--- config.mk ---
export PLATFORM = sky130hd
export DESIGN_NAME = fifo_stream_reader
export DESIGN_NICKNAME = d
export VERILOG_FILES = /design/src/rtl/fifo_stream_reader.sv
export SDC_FILE = /design/constraint.sdc
export NUM_CORES = 1
export LEC_CHECK = 0
export ABC_CLOCK_PERIOD_IN_PS = 2600
export CAP_MARGIN = 20
export CELL_PAD_IN_SITES_DETAIL_PLACEMENT = 1
export CELL_PAD_IN_SITES_GLOBAL_PLACEMENT = 1
export CORE_MARGIN = 2
export CORE_UTILIZATION = 42
export DETAILED_ROUTE_END_ITERATION = 7
export GPL_ROUTABILITY_DRIVEN = 0
export PLACE_DENSITY = 0.88
export SETUP_SLACK_MARGIN = 0.3
export SKIP_CTS_REPAIR_TIMING = 1
export SYNTH_ARGS = -nofsm -noshare
export SYNTH_HDL_FRONTEND = slang
export SYNTH_SLANG_ARGS = --single-unit
--- constraint.sdc ---
create_clock -name clk -period 2.6 [get_ports clk]
set_clock_uncertainty 0.1 [all_clocks]
set_input_delay 0.52 -clock clk [delete_from_list [all_inputs] [get_ports clk]]
set_output_delay 0.52 -clock clk [all_outputs]
set_load 0.02 [all_outputs]
--- src/rtl/fifo_stream_reader.sv ---
// rtl/fifo_stream_reader.sv - show-ahead FIFO reader feeding a 2-entry register slice with burst last tagging
// Main register drives the stream outputs directly; the skid register absorbs the one extra pop issued before a stall is seen.
module fifo_stream_reader #(
  parameter int W         = 8,
  parameter int BURST_LEN = 4
) (
  input  logic                             clk,
  input  logic                             reset_n,
  input  logic                             rd_empty,
  input  logic [W-1:0]                     rd_data,
  output logic                             rd_en,
  output logic                             m_valid,
  input  logic                             m_ready,
  output logic [W-1:0]                     m_data,
  output logic                             m_last,
  output logic [$clog2(BURST_LEN+1)-1:0]   beat_cnt
);

  localparam int            CW       = $clog2(BURST_LEN+1);
  localparam logic [CW-1:0] LAST_IDX = CW'(BURST_LEN-1);

  typedef enum logic [1:0] {EMPTY, BUSY, FULL} state_t;

  state_t         state;
  state_t         state_nxt;
  logic           run;
  logic           pop;
  logic           xfer;
  logic           last_in;
  logic           ld_main_new;
  logic           ld_main_skid;
  logic           ld_skid;
  logic [W-1:0]   skid_data;
  logic           skid_last;

  // run keeps rd_en low until the first clock edge after reset release
  assign rd_en   = run & ~rd_empty & (state != FULL);
  assign pop     = rd_en & ~rd_empty;
  assign xfer    = m_valid & m_ready;
  assign last_in = (beat_cnt == LAST_IDX);

  always_ff @(posedge clk or negedge reset_n) begin
    if (!reset_n) begin
      state    <= EMPTY;
      run      <= 1'b0;
      m_valid  <= 1'b0;
      beat_cnt <= '0;
    end else begin
      run     <= 1'b1;
      state   <= state_nxt;
      m_valid <= (state_nxt != EMPTY);
      if (pop) beat_cnt <= last_in ? '0 : beat_cnt + 1'b1;
    end
  end

  always_comb begin
    state_nxt    = state;
    ld_main_new  = 1'b0;
    ld_main_skid = 1'b0;
    ld_skid      = 1'b0;
    case (state)
      EMPTY: begin
        if (pop) begin
          ld_main_new = 1'b1;
          state_nxt   = BUSY;
        end
      end
      BUSY: begin
        if (pop && xfer) begin
          ld_main_new = 1'b1;
        end else if (pop) begin
          ld_skid   = 1'b1;
          state_nxt = FULL;
        end else if (xfer) begin
          state_nxt = EMPTY;
        end
      end
      FULL: begin
        if (xfer) begin
          ld_main_skid = 1'b1;
          state_nxt    = BUSY;
        end
      end
      default: state_nxt = EMPTY;
    endcase
  end

  always_ff @(posedge clk or negedge reset_n) begin
    if (!reset_n) begin
      m_data    <= '0;
      m_last    <= 1'b0;
      skid_data <= '0;
      skid_last <= 1'b0;
    end else begin
      if (ld_main_new) begin
        m_data <= rd_data;
        m_last <= last_in;
      end else if (ld_main_skid) begin
        m_data <= skid_data;
        m_last <= skid_last;
      end
      if (ld_skid) begin
        skid_data <= rd_data;
        skid_last <= last_in;
      end
    end
  end

endmodule

## Word-level counts from Yosys, hierarchy flattened

Index checks and enable logic that the tools add are counted.

- Bits in registers: 25
- Logic and storage cells: 40
- Output and inout port bits: 14

- Equality and inequality tests: 4
- Bitwise logic cells: 5
- Reductions and logical operators: 4
- Muxes and demuxes: 18
- Add/sub/neg operators: 1

Operators with widths:

| kind | count |
|---|---|
| 2-to-1 mux 8 bit | 2 |
| 2-to-1 mux 2 bit | 5 |
| 2-to-1 mux 1 bit | 8 |
| case mux 2 bit (3 select lines) | 1 |
| AND 1 bit | 4 |
| nonzero test 2 bit | 2 |
| adder 3 x 1 -> 3 bit, second input constant | 1 |
| == test 3 x 2 -> 1 bit, second input constant | 1 |
| 2-to-1 mux 3 bit | 1 |
| == test 2 x 1 -> 1 bit, second input constant | 1 |
| == test 2 bit, second input constant | 1 |
| logical NOT 2 bit | 1 |
| != test 2 bit, second input constant | 1 |
| case mux 1 bit (2 select lines) | 1 |
| logical AND 1 bit | 1 |
| NOT 1 bit | 1 |

## Logic depth before layout (Yosys ltp)

Gate-level depths: netlist (run 1).

- Depth in word-level cells: 8
- Mapped depth: 4

## Worst setup path before layout (run 1)

OpenSTA, ideal clock, no wires.

- Path kind: input port to flip-flop
- From: input rd_empty
- To: register m_data[0]
- Slack: 0.915 ns
- Cell stages on the path: 4
- Library setup time: 0.125 ns
- Path buffers: 1
- Arrival: 1.460 ns
- Required time: 2.375 ns
- Path through: nor2b_4 or3b_1 buf_6 mux2_4

- Cells in the longest elaborated chain, start to end: 8
- Elaborated cells on any way between the ends: 10
- Those cells by class: 4 x mux; 4 x bitwise; 2 x reduce/logical

RTL lines:

| element | line | text |
|---|---|---|
| from (decl) | 9 | `input logic rd_empty,` |
| NOT 1 bit * | 37, 38 |  |
| AND 1 bit (2 in series) | 37 | `assign rd_en = run & ~rd_empty & (state != FULL);` |
| AND 1 bit * | 38 | `assign pop = rd_en & ~rd_empty;` |
| logical AND 1 bit | 69 | `if (pop && xfer) begin` |
| 2-to-1 mux 1 bit | 69 |  |
| case mux 1 bit (2 select lines) * | 61 | `case (state)` |
| 2-to-1 mux 8 bit or nonzero test 2 bit (tied branches) | n/a |  |
| to (signal assigned) | 96 | `m_data <= rd_data;` |
| to (signal assigned) | 99 | `m_data <= skid_data;` |
| to (decl) | 14 | `output logic [W-1:0] m_data,` |

Every way passes the cells marked *; elsewhere a longest branch is shown, timed or not.
A chain may end at the register's enable or synchronous reset.

## Final worst setup path (run 1)

- From: input rd_empty
- To: output rd_en

- Cells in the longest elaborated chain, start to end: 3

RTL lines:

| element | line | text |
|---|---|---|
| NOT 1 bit | 37 |  |
| AND 1 bit (2 in series) | 37 |  |
| to (decl) | 11 | `output logic rd_en,` |

Every way passes these cells.

==> impl_metrics.tcl, run 1 <==
set metrics [dict create \
    ios 26 \
    drv_slew 0 \
    synth_top_family_by_area "multiplexers" \
    netlist_area_mm2 0.00115 \
    power.density_mw_per_mm2 1080 \
    syn_area_per_cell_um2 14.7 \
    startpoint "rd_empty" \
    layout_worst_path_cycle_share_pct 80.5 \
    die_x_um 56.3 \
    ys_warn_count 0 \
    cts_htree_levels 1 \
    power.leakage_nw 0.696 \
    diodes 0 \
    track_usage_pct 16.8 \
    startpoint_type "primary input" \
    clock_latency_ps 330 \
    ys_async_sr_fraction_pct 100 \
    overflow 0 \
    finish.net_count 124 \
    netlist_instances 78 \
    clockBufferDepth 2 \
    clk_pin_slew_worst_paths_ps 150 \
    start_util_pct 45.1 \
    grt_pass1_vias 787 \
    vias_per_cell 5.16 \
    placed_cell_area_mm2 0.00145 \
    rsz0062_at_grt "false" \
    cts_root_buf "clkbuf_4" \
    drt_iter0_markers 15 \
    cp.arrival_ps 1470 \
    seq_area_frac_synth_pct 54.5 \
    area_growth_pct 29.2 \
    min_period_ps 2090 \
    hpwl_mm 1.72 \
    mostFrequentLayoutCells "dfrtp_1 (25), clkdlybuf4s50_1 (24), mux2_2 (18)" \
    row_count 18 \
    critPathKind "primary input to primary output" \
    synth_compound_area_share_pct 3.59 \
    crit_path_max_fanout 4 \
    dieArea_mm2 0.00317 \
    synth.mux.area_fraction_pct 29.8 \
    synth.distinct_cells 24 \
    r2r_start "state[0]" \
    via_count 722 \
    cts_buffers 3 \
    cts_sinks 25 \
    vdd_drop_max_uv 633 \
    die_h_um 56.3 \
    drc 0 \
    yosys.area_share.simple_pct 7.19 \
    drive_gt1_share_pct 35.5 \
    tritoncts "built" \
    regToRegEndpoint "m_data[0]" \
    wl_per_cell_um 16.2 \
    r2r_setup_slack_ps 930 \
    grt_max_degree 26 \
    mostFrequentLayoutCell "dfrtp_1" \
    endpoint_kind "primary output" \
    stdcell_area_mm2 0.00148 \
    synth_nets 91 \
    ant_nets 0 \
    antenna_found_initial 0 \
    hold_class "register to register" \
    setup_viol 0 \
    firstDrtPassIters 4 \
    timing.fmax_mhz 478 \
    grt_pass1_wl_mm 4.04 \
    synthXorXnorAreaFrac_pct 0.763 \
    setup_tns_ps 0 \
    maxCapViolCount 0 \
    wl_mm 2.26 \
    port-buffer-count 25 \
    ys_dominant_reg_cell "dfrtp_1" \
    status "complete, no violations" \
    reg2regPathDepth 4 \
    hold_viol 0 \
    critPathRequiredTime_ps 1980 \
    synthAdderAreaFrac_pct 1.09 \
    synth_seq_cells 25 \
    synth_edf_count 0 \
    crit_end "rd_en" \
    core_area_mm2 0.00254 \
]
-- layer usage --
metal	vias to the layer above	wire [um]	GRT usage, %
met1	355	1010	21.4
met5	-	0	0
met3	4	120	5.07
li1	341	-	-
met2	22	1120	27.9
met4	0	18	4.08
-- per-stage QoR --
step           instances  hold slack [ps]  setup WS, ps  power [W]  util [%]
4_1_cts              140              426           115    0.00163      58.2
2_1_floorplan         78              124           915    0.00113         -
3_5_place_dp         136              393           121    0.00145      57.1
5_1_grt              140              445           459    0.00171      58.3
6_report             140              424           508    0.00160      58.3
3_3_place_gp         136              383           133    0.00139      57.1
-- cell families after synthesis --
group	count (synthesis)
AND/OR/NAND/NOR	12
multiplexers	28
other	1
buffers and inverters	4
XOR/XNOR	1
flip-flops	25
adder cells (fa/ha/maj)	1
AO/OA/AOI/OAI	6
-- report_power, final --
group	switching (W)	total, W	internal, W
combinational	0.000303	0.000750	0.000447
clock	0.000122	0.000180	0.0000578
sequential	0.000111	0.000671	0.000560
-- cell usage after synthesis, types with 2 or more instances --
library cell  number  area share, %
mux2_2            18             18
nand2b_1           2            1.1
buf_6              2            2.0
dfrtp_1           25             54
mux2_4             8             10
o21ai_0            3            1.3
mux2i_1            2            1.7
nor2_1             2           0.65
-- layout make-up --
cell class | count | area, um^2
Timing Repair Buffer | 31 | 298
Sequential cell | 25 | 626
Multi-Input combinational cell | 49 | 492
Inverter | 1 | 3.75
Clock inverter | 1 | 5.00
Fill cell | 264 | 1060
Tap cell | 30 | 37.5
Clock buffer | 3 | 22.5
-- sequential cells by signal (all words and copies together) (netlist names) --
register / flops
beat_cnt: 3
skid_data: 8
m_last: 1
state: 2
m_data: 8
skid_last: 1
m_valid: 1
run: 1
-- how the worst min path moves through the flow --
stage | startpoint | cells past startpoint | slack, ps | end
floorplan | reset_n | 0 | 120 | beat_cnt[0]
global placement | skid_data[1] | 1 | 380 | skid_data[1]
detailed placement | skid_last | 1 | 390 | skid_last
CTS | skid_last | 1 | 430 | skid_last
global route | reset_n | 2 | 440 | m_data[5]
finish | skid_last | 1 | 420 | skid_last
-- worst max-delay path, cell delays in order --
cell	delay [ps]
clkdlybuf4s50_1	440
nor2b_4	120
and2_2	170
dlymetal6s2s_1	230
Note: power is estimated with default switching activity, not from simulation.
==> inputs of run 2 (changes only) <==
--- a/config.mk
+++ b/config.mk
@@ -5,15 +5,15 @@
 export SDC_FILE = /design/constraint.sdc
 export NUM_CORES = 1
 export LEC_CHECK = 0
-export ABC_CLOCK_PERIOD_IN_PS = 2600
+export ABC_CLOCK_PERIOD_IN_PS = 1820
 export CAP_MARGIN = 20
 export CELL_PAD_IN_SITES_DETAIL_PLACEMENT = 1
 export CELL_PAD_IN_SITES_GLOBAL_PLACEMENT = 1
 export CORE_MARGIN = 2
-export CORE_UTILIZATION = 42
+export CORE_UTILIZATION = 36
 export DETAILED_ROUTE_END_ITERATION = 7
 export GPL_ROUTABILITY_DRIVEN = 0
-export PLACE_DENSITY = 0.88
+export PLACE_DENSITY = 0.8
 export SETUP_SLACK_MARGIN = 0.3
 export SKIP_CTS_REPAIR_TIMING = 1
 export SYNTH_ARGS = -nofsm -noshare
==> constraint.sdc (replaced) <==
create_clock -name clk -period 1.82 [get_ports clk]
set_clock_uncertainty 0.1 [all_clocks]
set_input_delay 0.364 -clock clk [delete_from_list [all_inputs] [get_ports clk]]
set_output_delay 0.364 -clock clk [all_outputs]
set_load 0.02 [all_outputs]
==> impl_metrics.tcl, run 2 (synthesis gave the netlist of run 1 again) <==
set metrics [dict create \
    overflow 0 \
    pwr-share-comb_pct 51.8 \
    startpoint_type "register" \
    crit_family "flip-flops" \
    crit_path_max_fanout 3 \
    pwr-share-clk_pct 10.4 \
    switching_power_w 0.000830 \
    critPathKind "register to primary output" \
    hold_ws_ps 273 \
    hold_class "primary input to async pin" \
    ant_nets 0 \
    dieArea_mm2 0.00366 \
    crit_slowest_cell "dfrtp_1" \
    regToRegEndpoint "m_data[6]" \
    clockBufferDepth 2 \
    grt_pass1_wl_mm 3.89 \
    drc 0 \
    cts_htree_levels 1 \
    clk_pin_slew_worst_paths_ps 140 \
    port-buffer-count 25 \
    cts_root_buf "clkbuf_4" \
    tritoncts "built" \
    pwr-share-seq_pct 37.8 \
    status "complete, no violations" \
    drive_gt1_share_pct 45.0 \
    hold_viol 0 \
    worst_slack_ps 158 \
    vdd_drop_max_uv 681 \
    total_power_w 0.00254 \
    ios 26 \
    row_count 20 \
    mostFrequentLayoutCells "dfrtp_1 (24), mux2_4 (21), buf_6 (14), dlymetal6s2s_1 (14), clkdlybuf4s50_1 (9)" \
    cp_num_buf_inv 1 \
    cts_sinks 25 \
    mostFrequentLayoutCell "dfrtp_1" \
    start_util_pct 37.6 \
    min_period_ps 1660 \
    diodes 0 \
    track_usage_pct 14.7 \
    slowest_delay_ps 440 \
    power.leakage_nw 0.975 \
    maxCapViolCount 0 \
    r2r_setup_slack_ps 170 \
    grt_max_degree 26 \
    reg_top3 "m_data x8, skid_data x8, beat_cnt x3" \
    drv_slew 0 \
    power.internal_w 0.00171 \
    netSwitchingFraction_pct 32.7 \
    crit_cells 3 \
    cp.arrival_ps 1200 \
    drt_iter0_markers 9 \
    cts_buffers 3 \
    firstDrtPassIters 4 \
    r2r_start "state[1]" \
    placed_cells 156 \
    wl_per_cell_um 15.4 \
    wl_mm 2.52 \
    grt_pass1_vias 805 \
    core_area_mm2 0.00305 \
    layout_worst_path_cycle_share_pct 91.3 \
    hpwl_mm 1.70 \
    reg2regPathDepth 5 \
    finish.net_count 134 \
    critPathRequiredTime_ps 1360 \
    die_x_um 60.5 \
    fin_cells 164 \
    antenna_found_initial 0 \
    via_count 767 \
    endpoint_kind "primary output" \
    power.density_mw_per_mm2 1470 \
    crit_end "rd_en" \
    crit_chain "nand2b_4, and2_4, buf_6" \
    area_growth_pct 50.4 \
    setup_tns_ps 0 \
    startpoint "state[0]" \
    vias_per_cell 4.68 \
    setup_viol 0 \
    rsz0062_at_grt "true" \
    timing.fmax_mhz 602 \
    pre_cts_ws_ps -332 \
    die_h_um 60.5 \
    clock_latency_ps 330 \
]
==> run 2: changes by cell type in the layout (fill, tap and decap cells not counted), moves of 2 or more <==
| cell | previous run | this run |
|---|---|---|
| clkdlybuf4s50_1 | 24 | 9 |
| buf_6 | 0 | 14 |
| dlymetal6s2s_1 | 1 | 14 |
| mux2_2 | 18 | 5 |
| mux2_4 | 8 | 21 |
| buf_4 | 6 | 4 |
==> run 2: power by group through the flow <==
| stage | Sequential (W) | Clock [W] | Combinational (W) |
|---|---|---|---|
| floorplan | 0.00109 | 0 | 0.000525 |
| global placement | 0.000938 | 0 | 0.00110 |
| detailed placement | 0.000954 | 0 | 0.00114 |
| CTS | 0.000941 | 0.000273 | 0.00115 |
| global route | 0.000985 | 0.000305 | 0.00141 |
| finish | 0.000959 | 0.000263 | 0.00131 |
==> run 2: layout make-up <==
type	instances	area [um^2]
flip-flops and latches	25	627
fillers	320	1330
clock buffers	3	22.5
multi-input cells	49	559
inverters	1	3.75
clock inverters	1	7.51
repair buffers	41	453
well taps	44	55.1
==> run 2: through the flow <==
| step | instance area (um^2) | util (%) |
|---|---|---|
| 2_1_floorplan | 1150 | - |
| 6_report | 1730 | 56.6 |
| 3_3_place_gp | 1520 | 49.7 |
| 5_1_grt | 1730 | 56.6 |
| 4_1_cts | 1550 | 50.7 |
| 3_5_place_dp | 1520 | 49.7 |
==> run 2: worst min path at each step <==
stage | end | cells after the start | slack (ps) | startpoint
3_5_place_dp | skid_data[7] | 1 | 390 | skid_data[7]
6_report | m_data[4] | 2 | 270 | reset_n
2_1_floorplan | beat_cnt[0] | 0 | -30 | reset_n
5_1_grt | m_data[4] | 2 | 280 | reset_n
4_1_cts | m_data[4] | 2 | 280 | reset_n
3_3_place_gp | skid_data[5] | 1 | 380 | skid_data[5]
==> run 2: metal layers <==
layer | GRT usage (%) | vias to the layer above | routed length, um
met5 | 0 | - | 0
met4 | 6.52 | 0 | 46
met3 | 3.41 | 5 | 133
met2 | 23.1 | 23 | 1170
met1 | 19.5 | 381 | 1170
li1 | - | 358 | -
